<file path="config.mk">
export PLATFORM = sky130hd
export DESIGN_NAME = tlb_assoc
export DESIGN_NICKNAME = d
export VERILOG_FILES = /design/src/rtl/tlb_assoc.sv
export SDC_FILE = /design/constraint.sdc
export NUM_CORES = 2
export LEC_CHECK = 0
export CAP_MARGIN = 15
export CORE_ASPECT_RATIO = 1.4
export CORE_MARGIN = 3
export CORE_UTILIZATION = 45
export CTS_BUF_LIST = sky130_fd_sc_hd__clkbuf_8
export CTS_CLUSTER_DIAMETER = 40
export DETAILED_ROUTE_END_ITERATION = 6
export PLACE_DENSITY = 0.7
export SYNTH_ARGS = -nofsm -noshare
export SYNTH_HDL_FRONTEND = slang
export SYNTH_SLANG_ARGS = --single-unit
</file>
<file path="constraint.sdc">
create_clock -name clk -period 6.5 [get_ports clk]
set_clock_uncertainty 0.15 [all_clocks]
set_input_delay 1.3 -clock clk [delete_from_list [all_inputs] [get_ports clk]]
set_output_delay 1.3 -clock clk [all_outputs]
set_load 0.03 [all_outputs]
</file>
<file path="src/rtl/tlb_assoc.sv">
// Fully-associative MIPS32 TLB: mapped/unmapped translation, TLBWI/TLBWR/TLBP/TLBR
// datapaths, Random counter with Wired floor. All results registered, 1-cycle latency.
module tlb_assoc #(
  parameter int unsigned ENTRIES = 16,
  parameter int unsigned ASID_W  = 8,
  parameter int unsigned PFN_W   = 20,
  localparam int unsigned IDX_W  = $clog2(ENTRIES)
) (
  input  logic                clk,
  input  logic                rst,
  input  logic                req_valid,
  input  logic [31:0]         req_vaddr,
  input  logic                req_store,
  input  logic [ASID_W-1:0]   cur_asid,
  output logic                resp_valid,
  output logic [31:0]         resp_paddr,
  output logic                resp_miss,
  output logic                resp_invalid,
  output logic                resp_modified,
  output logic                resp_multi,
  output logic                sram_ce,
  output logic                flash_ce,
  output logic                rom_ce,
  output logic                serial_ce,
  input  logic                wr_en,
  input  logic                wr_random,
  input  logic [IDX_W-1:0]    wr_index,
  input  logic [18:0]         wr_vpn2,
  input  logic [ASID_W-1:0]   wr_asid,
  input  logic                wr_g,
  input  logic [PFN_W-1:0]    wr_pfn0,
  input  logic [PFN_W-1:0]    wr_pfn1,
  input  logic [1:0]          wr_dv0,
  input  logic [1:0]          wr_dv1,
  input  logic                probe_req,
  output logic                probe_valid,
  output logic                probe_hit,
  output logic [IDX_W-1:0]    probe_index,
  input  logic                rd_req,
  output logic                rd_valid,
  output logic [18:0]         rd_vpn2,
  output logic [ASID_W-1:0]   rd_asid,
  output logic                rd_g,
  output logic [PFN_W-1:0]    rd_pfn0,
  output logic [PFN_W-1:0]    rd_pfn1,
  output logic [1:0]          rd_dv0,
  output logic [1:0]          rd_dv1,
  input  logic                wired_we,
  input  logic [IDX_W-1:0]    wired,
  output logic [IDX_W-1:0]    random
);

  localparam logic [IDX_W-1:0] LAST_IDX = IDX_W'(ENTRIES - 1);

  // Entry storage; e_used marks entries written since reset so cleared entries never match.
  logic [18:0]       e_vpn2 [ENTRIES];
  logic [ASID_W-1:0] e_asid [ENTRIES];
  logic              e_g    [ENTRIES];
  logic              e_used [ENTRIES];
  logic [PFN_W-1:0]  e_pfn0 [ENTRIES];
  logic [PFN_W-1:0]  e_pfn1 [ENTRIES];
  logic [1:0]        e_dv0  [ENTRIES];
  logic [1:0]        e_dv1  [ENTRIES];

  logic [IDX_W-1:0]  wired_q;
  logic [IDX_W-1:0]  wired_eff;
  logic [IDX_W-1:0]  rnd_next;

  logic              lk_hit, lk_multi;
  logic [IDX_W-1:0]  lk_idx;
  logic [PFN_W-1:0]  lk_pfn;
  logic [1:0]        lk_dv;

  logic              pr_hit;
  logic [IDX_W-1:0]  pr_idx;

  logic [IDX_W-1:0]  wr_sel;
  logic              wr_ok;
  logic              rd_ok;
  logic [IDX_W-1:0]  rd_sel;

  logic [31:0]       n_paddr;
  logic              n_miss, n_inv, n_mod, n_multi;
  logic              n_sram, n_flash, n_rom, n_ser;

  // Translation match: lowest matching index wins, flag any second match.
  always_comb begin
    lk_hit   = 1'b0;
    lk_multi = 1'b0;
    lk_idx   = '0;
    for (int i = 0; i < int'(ENTRIES); i++) begin
      if (e_used[i] && (e_vpn2[i] == req_vaddr[31:13]) &&
          (e_g[i] || (e_asid[i] == cur_asid))) begin
        if (lk_hit) begin
          lk_multi = 1'b1;
        end else begin
          lk_hit = 1'b1;
          lk_idx = IDX_W'(i);
        end
      end
    end
    lk_pfn = req_vaddr[12] ? e_pfn1[lk_idx] : e_pfn0[lk_idx];
    lk_dv  = req_vaddr[12] ? e_dv1[lk_idx]  : e_dv0[lk_idx];
  end

  // Probe match: same rule against wr_vpn2/wr_asid, page select and V ignored.
  always_comb begin
    pr_hit = 1'b0;
    pr_idx = '0;
    for (int i = 0; i < int'(ENTRIES); i++) begin
      if (!pr_hit && e_used[i] && (e_vpn2[i] == wr_vpn2) &&
          (e_g[i] || (e_asid[i] == wr_asid))) begin
        pr_hit = 1'b1;
        pr_idx = IDX_W'(i);
      end
    end
  end

  // Next translation result: kseg0/kseg1 bypass, otherwise mapped with exception checks.
  always_comb begin
    n_paddr = '0;
    n_miss  = 1'b0;
    n_inv   = 1'b0;
    n_mod   = 1'b0;
    n_multi = 1'b0;
    n_sram  = 1'b0;
    n_flash = 1'b0;
    n_rom   = 1'b0;
    n_ser   = 1'b0;
    if (req_vaddr[31:30] == 2'b10) begin
      if (!req_vaddr[29]) begin
        n_paddr = {1'b0, req_vaddr[30:0]};
        n_sram  = 1'b1;
      end else begin
        n_paddr = {3'b000, req_vaddr[28:0]};
        n_flash = (req_vaddr[31:24] == 8'hBE);
        n_rom   = (req_vaddr[31:12] == 20'hBFC00);
        n_ser   = (req_vaddr == 32'hBFD0_F010);
      end
    end else begin
      n_multi = lk_multi;
      if (!lk_hit) begin
        n_miss = 1'b1;
      end else if (!lk_dv[0]) begin
        n_inv = 1'b1;
      end else if (req_store && !lk_dv[1]) begin
        n_mod = 1'b1;
      end else begin
        n_paddr = 32'({lk_pfn, req_vaddr[11:0]});
        n_sram  = 1'b1;
      end
    end
  end

  // Write/read index selection and Random next-state (Wired clamped to ENTRIES-1).
  always_comb begin
    wr_sel    = wr_random ? random : wr_index;
    wr_ok     = wr_en && (wr_random || (32'(wr_index) < ENTRIES));
    rd_ok     = 32'(wr_index) < ENTRIES;
    rd_sel    = rd_ok ? wr_index : '0;
    wired_eff = (32'(wired_q) >= ENTRIES) ? LAST_IDX : wired_q;
    if (wired_we || (random == wired_eff) || (random == '0)) begin
      rnd_next = LAST_IDX;
    end else begin
      rnd_next = random - IDX_W'(1);
    end
  end

  // Entry array update on TLBWI/TLBWR.
  always_ff @(posedge clk) begin
    for (int i = 0; i < int'(ENTRIES); i++) begin
      if (rst) begin
        e_vpn2[i] <= '0;
        e_asid[i] <= '0;
        e_g[i]    <= 1'b0;
        e_used[i] <= 1'b0;
        e_pfn0[i] <= '0;
        e_pfn1[i] <= '0;
        e_dv0[i]  <= '0;
        e_dv1[i]  <= '0;
      end else if (wr_ok && (wr_sel == IDX_W'(i))) begin
        e_vpn2[i] <= wr_vpn2;
        e_asid[i] <= wr_asid;
        e_g[i]    <= wr_g;
        e_used[i] <= 1'b1;
        e_pfn0[i] <= wr_pfn0;
        e_pfn1[i] <= wr_pfn1;
        e_dv0[i]  <= wr_dv0;
        e_dv1[i]  <= wr_dv1;
      end
    end
  end

  // Random and Wired registers.
  always_ff @(posedge clk) begin
    if (rst) begin
      random  <= LAST_IDX;
      wired_q <= '0;
    end else begin
      random <= rnd_next;
      if (wired_we) begin
        wired_q <= wired;
      end
    end
  end

  // Registered lookup response, zero whenever no request was made.
  always_ff @(posedge clk) begin
    if (rst) begin
      resp_valid    <= 1'b0;
      resp_paddr    <= '0;
      resp_miss     <= 1'b0;
      resp_invalid  <= 1'b0;
      resp_modified <= 1'b0;
      resp_multi    <= 1'b0;
      sram_ce       <= 1'b0;
      flash_ce      <= 1'b0;
      rom_ce        <= 1'b0;
      serial_ce     <= 1'b0;
    end else begin
      resp_valid    <= req_valid;
      resp_paddr    <= req_valid ? n_paddr : '0;
      resp_miss     <= req_valid && n_miss;
      resp_invalid  <= req_valid && n_inv;
      resp_modified <= req_valid && n_mod;
      resp_multi    <= req_valid && n_multi;
      sram_ce       <= req_valid && n_sram;
      flash_ce      <= req_valid && n_flash;
      rom_ce        <= req_valid && n_rom;
      serial_ce     <= req_valid && n_ser;
    end
  end

  // Registered probe and read results.
  always_ff @(posedge clk) begin
    if (rst) begin
      probe_valid <= 1'b0;
      probe_hit   <= 1'b0;
      probe_index <= '0;
      rd_valid    <= 1'b0;
      rd_vpn2     <= '0;
      rd_asid     <= '0;
      rd_g        <= 1'b0;
      rd_pfn0     <= '0;
      rd_pfn1     <= '0;
      rd_dv0      <= '0;
      rd_dv1      <= '0;
    end else begin
      probe_valid <= probe_req;
      probe_hit   <= probe_req && pr_hit;
      probe_index <= probe_req ? pr_idx : '0;
      rd_valid    <= rd_req;
      if (rd_req && rd_ok) begin
        rd_vpn2 <= e_vpn2[rd_sel];
        rd_asid <= e_asid[rd_sel];
        rd_g    <= e_g[rd_sel];
        rd_pfn0 <= e_pfn0[rd_sel];
        rd_pfn1 <= e_pfn1[rd_sel];
        rd_dv0  <= e_dv0[rd_sel];
        rd_dv1  <= e_dv1[rd_sel];
      end else begin
        rd_vpn2 <= '0;
        rd_asid <= '0;
        rd_g    <= 1'b0;
        rd_pfn0 <= '0;
        rd_pfn1 <= '0;
        rd_dv0  <= '0;
        rd_dv1  <= '0;
      end
    end
  end

endmodule
</file>
==> flow_summary.yaml <==
yosys:
  synth_mux_area_share_pct: 12.5
  synth_compound_area_share_pct: 3.64
  syn-instance-count: 6139
  synth_xor_area_share_pct: 10.2
  ys_dominant_reg_cell: "edfxtp_1"
  yosys-top-cells-area: "edfxtp_1 47%, mux4_2 11%, and2_1 10%"
  yosys.area.top_type: "edfxtp_1"
  ys_warn_count: 0
  yosys.area_share.simple_pct: 19.6
  syn-cell-area_um2: 74500
  synth_top_area_share_pct: 47.0
  yosys_register_bits: 1296
  synthAdderAreaFrac_pct: 0.0168
  seq_area_frac_synth_pct: 50.5
  synth_top_family_by_area: "simple AND/OR/NAND/NOR gates"
  ys_async_sr_fraction_pct: 0
  synth_fp_nets: 6269
  synthDistinctLibCells: 89
  synth_edf_count: 1167
  avgSynthCellArea_um2: 12.1
clocking:
  holdBufCountCts: 0
  clk_path_buf_depth: 3
  cts_resized: 0
  clkTransAtPathRegs_ns: 0.07
  clock_sink_count: 1296
  numCtsBuffers: 212
  clk_latency_ns: 1.00
  post_cts_buffers: 0
  h-tree-depth: 4
  ctsRootBufferMaster: "clkbuf_8"
  cts_tree: "yes"
placement:
  place_hpwl_um: 190000
  portBuffers: 252
  place.gp.congestion: 1.11
global_routing:
  track_usage_pct: 34.0
  first_global_vias: 57000
  grtUsageMet3_pct: 10.2
  grt_pass1_wl_um: 412000
  gr-usage-met1_pct: 39.1
  grt-ovfl-total: 0
  grt_use_met2_pct: 52.5
  top_usage_layer: "met2"
  grt_max_degree: 126
  antenna_found_initial: 40
detailed_routing:
  dr.pass1.iters: 5
  drt_iter0_drc: 8394
  post-route-drc-count: 0
  wl_um: 292000
  via_per_inst: 6.41
  vias: 56300
  ant_nets: 0
  wire_per_inst_um: 33.3
floorplanning:
  die_area_um2: 171000
  io_pins: 253
  initial_utilization_pct: 45.3
  dieWidth_um: 350
  die_h_um: 488
  rows: 176
  core_um2: 164000
worst_setup_path:
  end_kind: "flop"
  cpMaxStageDelayCell: "nor4_2"
  path_class: "input port to flop"
  max_stage_delay_ns: 0.96
  cp_common_cell: "buf_4"
  crit_required_ns: 7.27
  worstPathArrival_ns: 7.09
  path_cells: "clkdlybuf4s50_1 -> buf_12 -> buf_4 -> xor2_1 -> nor4_1 -> a21oi_2 -> nor4_2 -> o211ai_1 -> a31oi_1 -> o21a_2 -> o21ai_4 -> buf_4 -> buf_4 -> and3_1 -> a211oi_1 -> a311oi_1 -> o31ai_1 -> buf_4 -> a2bb2oi_2"
  cp-start-kind: "input port"
  cp_max_fo: 9
timing:
  timing.slew.headroom_pct: 13.0
  period_minus_slack_ns: 6.32
  slew_violations: 0
  tightest_slew_ns: 1.30
  rsz0062_at_grt: "false"
  holdWs_ns: 0.370
  finalHoldViolations: 0
  period_share_pct: 97.3
  setup_violations: 0
  fmax_mhz: 158
finish:
  layout.nets: 6569
  mostFrequentLayoutCell: "and2_1"
  drive_gt1_share_pct: 17.6
  n_fill_cell: 13800
  final_cell_mix: "1231 x and2_1, 1167 x edfxtp_1, 644 x xor2_1, 557 x nand2_1, 376 x mux4_2"
  layout-area-overhead-vs-synth_pct: 14.9
pwr:
  ir_drop_v: 0.000196
  p_total_mw: 19.5
  leakage_nw: 31.8
  p_per_area_nw_per_um2: 228
job:
  max_cap_viol_count: 0
outcome:
  outcome: "finished clean"
hold_path:
  hold_path.class: "flop to flop"
==> metrics by stage <==
stage	cell area (µm²)	setup TNS [ns]	instances	util [%]	setup slack [ns]
floorplan	74500	0	6139	-	0.417
global placement	81200	-17.11	8355	49.3	-0.572
detailed placement	81200	-18.23	8356	49.4	-0.656
CTS	85600	0	8756	52.0	0.397
global route	85600	0	8765	52.0	0.237
finish	85600	0	8777	52.1	0.177
==> sequential cells by signal, summed over array words and instances (netlist names), 16 cells and up <==
signal and count:
e_dv0 32, rd_pfn0 20, e_dv1 32, rd_pfn1 20, e_vpn2 304, e_pfn1 320
e_g 16, e_pfn0 320, resp_paddr 32, e_used 16, rd_vpn2 19, e_asid 128
==> where the power goes <==
group          internal [mW]  switching, mW  leakage [nW]
Clock                   3.83           3.61          2.44
Combinational          0.909           1.50          16.1
Sequential              9.41          0.294          13.2
==> worst max-delay path, delay by kind of cell <==
family | cells | cell delay, ns
compound gates | 9 | 2.40
simple gates | 3 | 1.71
buf+inv | 6 | 1.53
xor+xnor | 1 | 0.10
==> cells by family after synthesis <==
logic type                 count (synthesis)
and+or+nand+nor                         2578
DFF                                     1296
xor gates and xnor gates                 870
buffers and inverters                    556
muxes                                    458
AOI/OAI and AO/OA                        380
adders and majority gates                  1
==> worst paths after layout <==
| check | from | end | slack (ns) | depth (start not counted) |
|---|---|---|---|---|
| setup reg to reg | e_asid[15][6] | resp_paddr[26] | 0.87 | 16 |
| hold / removal | random[0] | random[0] | 0.37 | 1 |
| hold reg to reg | random[0] | random[0] | 0.37 | 1 |
| setup / recovery | cur_asid[0] | resp_paddr[26] | 0.18 | 19 |
==> cell usage after synthesis (all sizes together) (14+ instances only) <==
master,n
nor4,237
nand3,166
mux2i,73
a211oi,51
and2,1232
nand2,558
a21oi,108
nand4b,16
xnor2,226
nor3,21
o211ai,14
or4,37
buf,173
edfxtp,1167
nand4,94
o21ai,41
a31oi,54
mux4,376
a311oi,18
dfxtp,129
xor2,644
o21bai,15
inv,15
and3,112
clkbuf,368
a21boi,15
nor2,55
nor4b,19
==> layout make-up <==
| class | instances | area [µm²] | share of cell area, % |
|---|---|---|---|
| clock buffers | 230 | 3170 | 3.70 |
| multi-input cells | 4287 | 34600 | 40.4 |
| clock inverters | 170 | 1200 | 1.41 |
| inverters | 15 | 56.3 | 0.0657 |
| flip-flops and latches | 1296 | 37600 | 43.9 |
| well taps | 2136 | 2670 | 3.12 |
| diodes | 16 | 40.0 | 0.0467 |
| repair buffers | 627 | 6250 | 7.29 |
==> metal layers <==
layer	up-vias	share of wire, %	wire [µm]
met1	27600	33	95800
met5	-	0.088	258
met4	32	9.4	27600
met3	1396	12	35500
li1	22900	-	-
met2	4336	46	133000
Power figures use the tool's default switching activity.
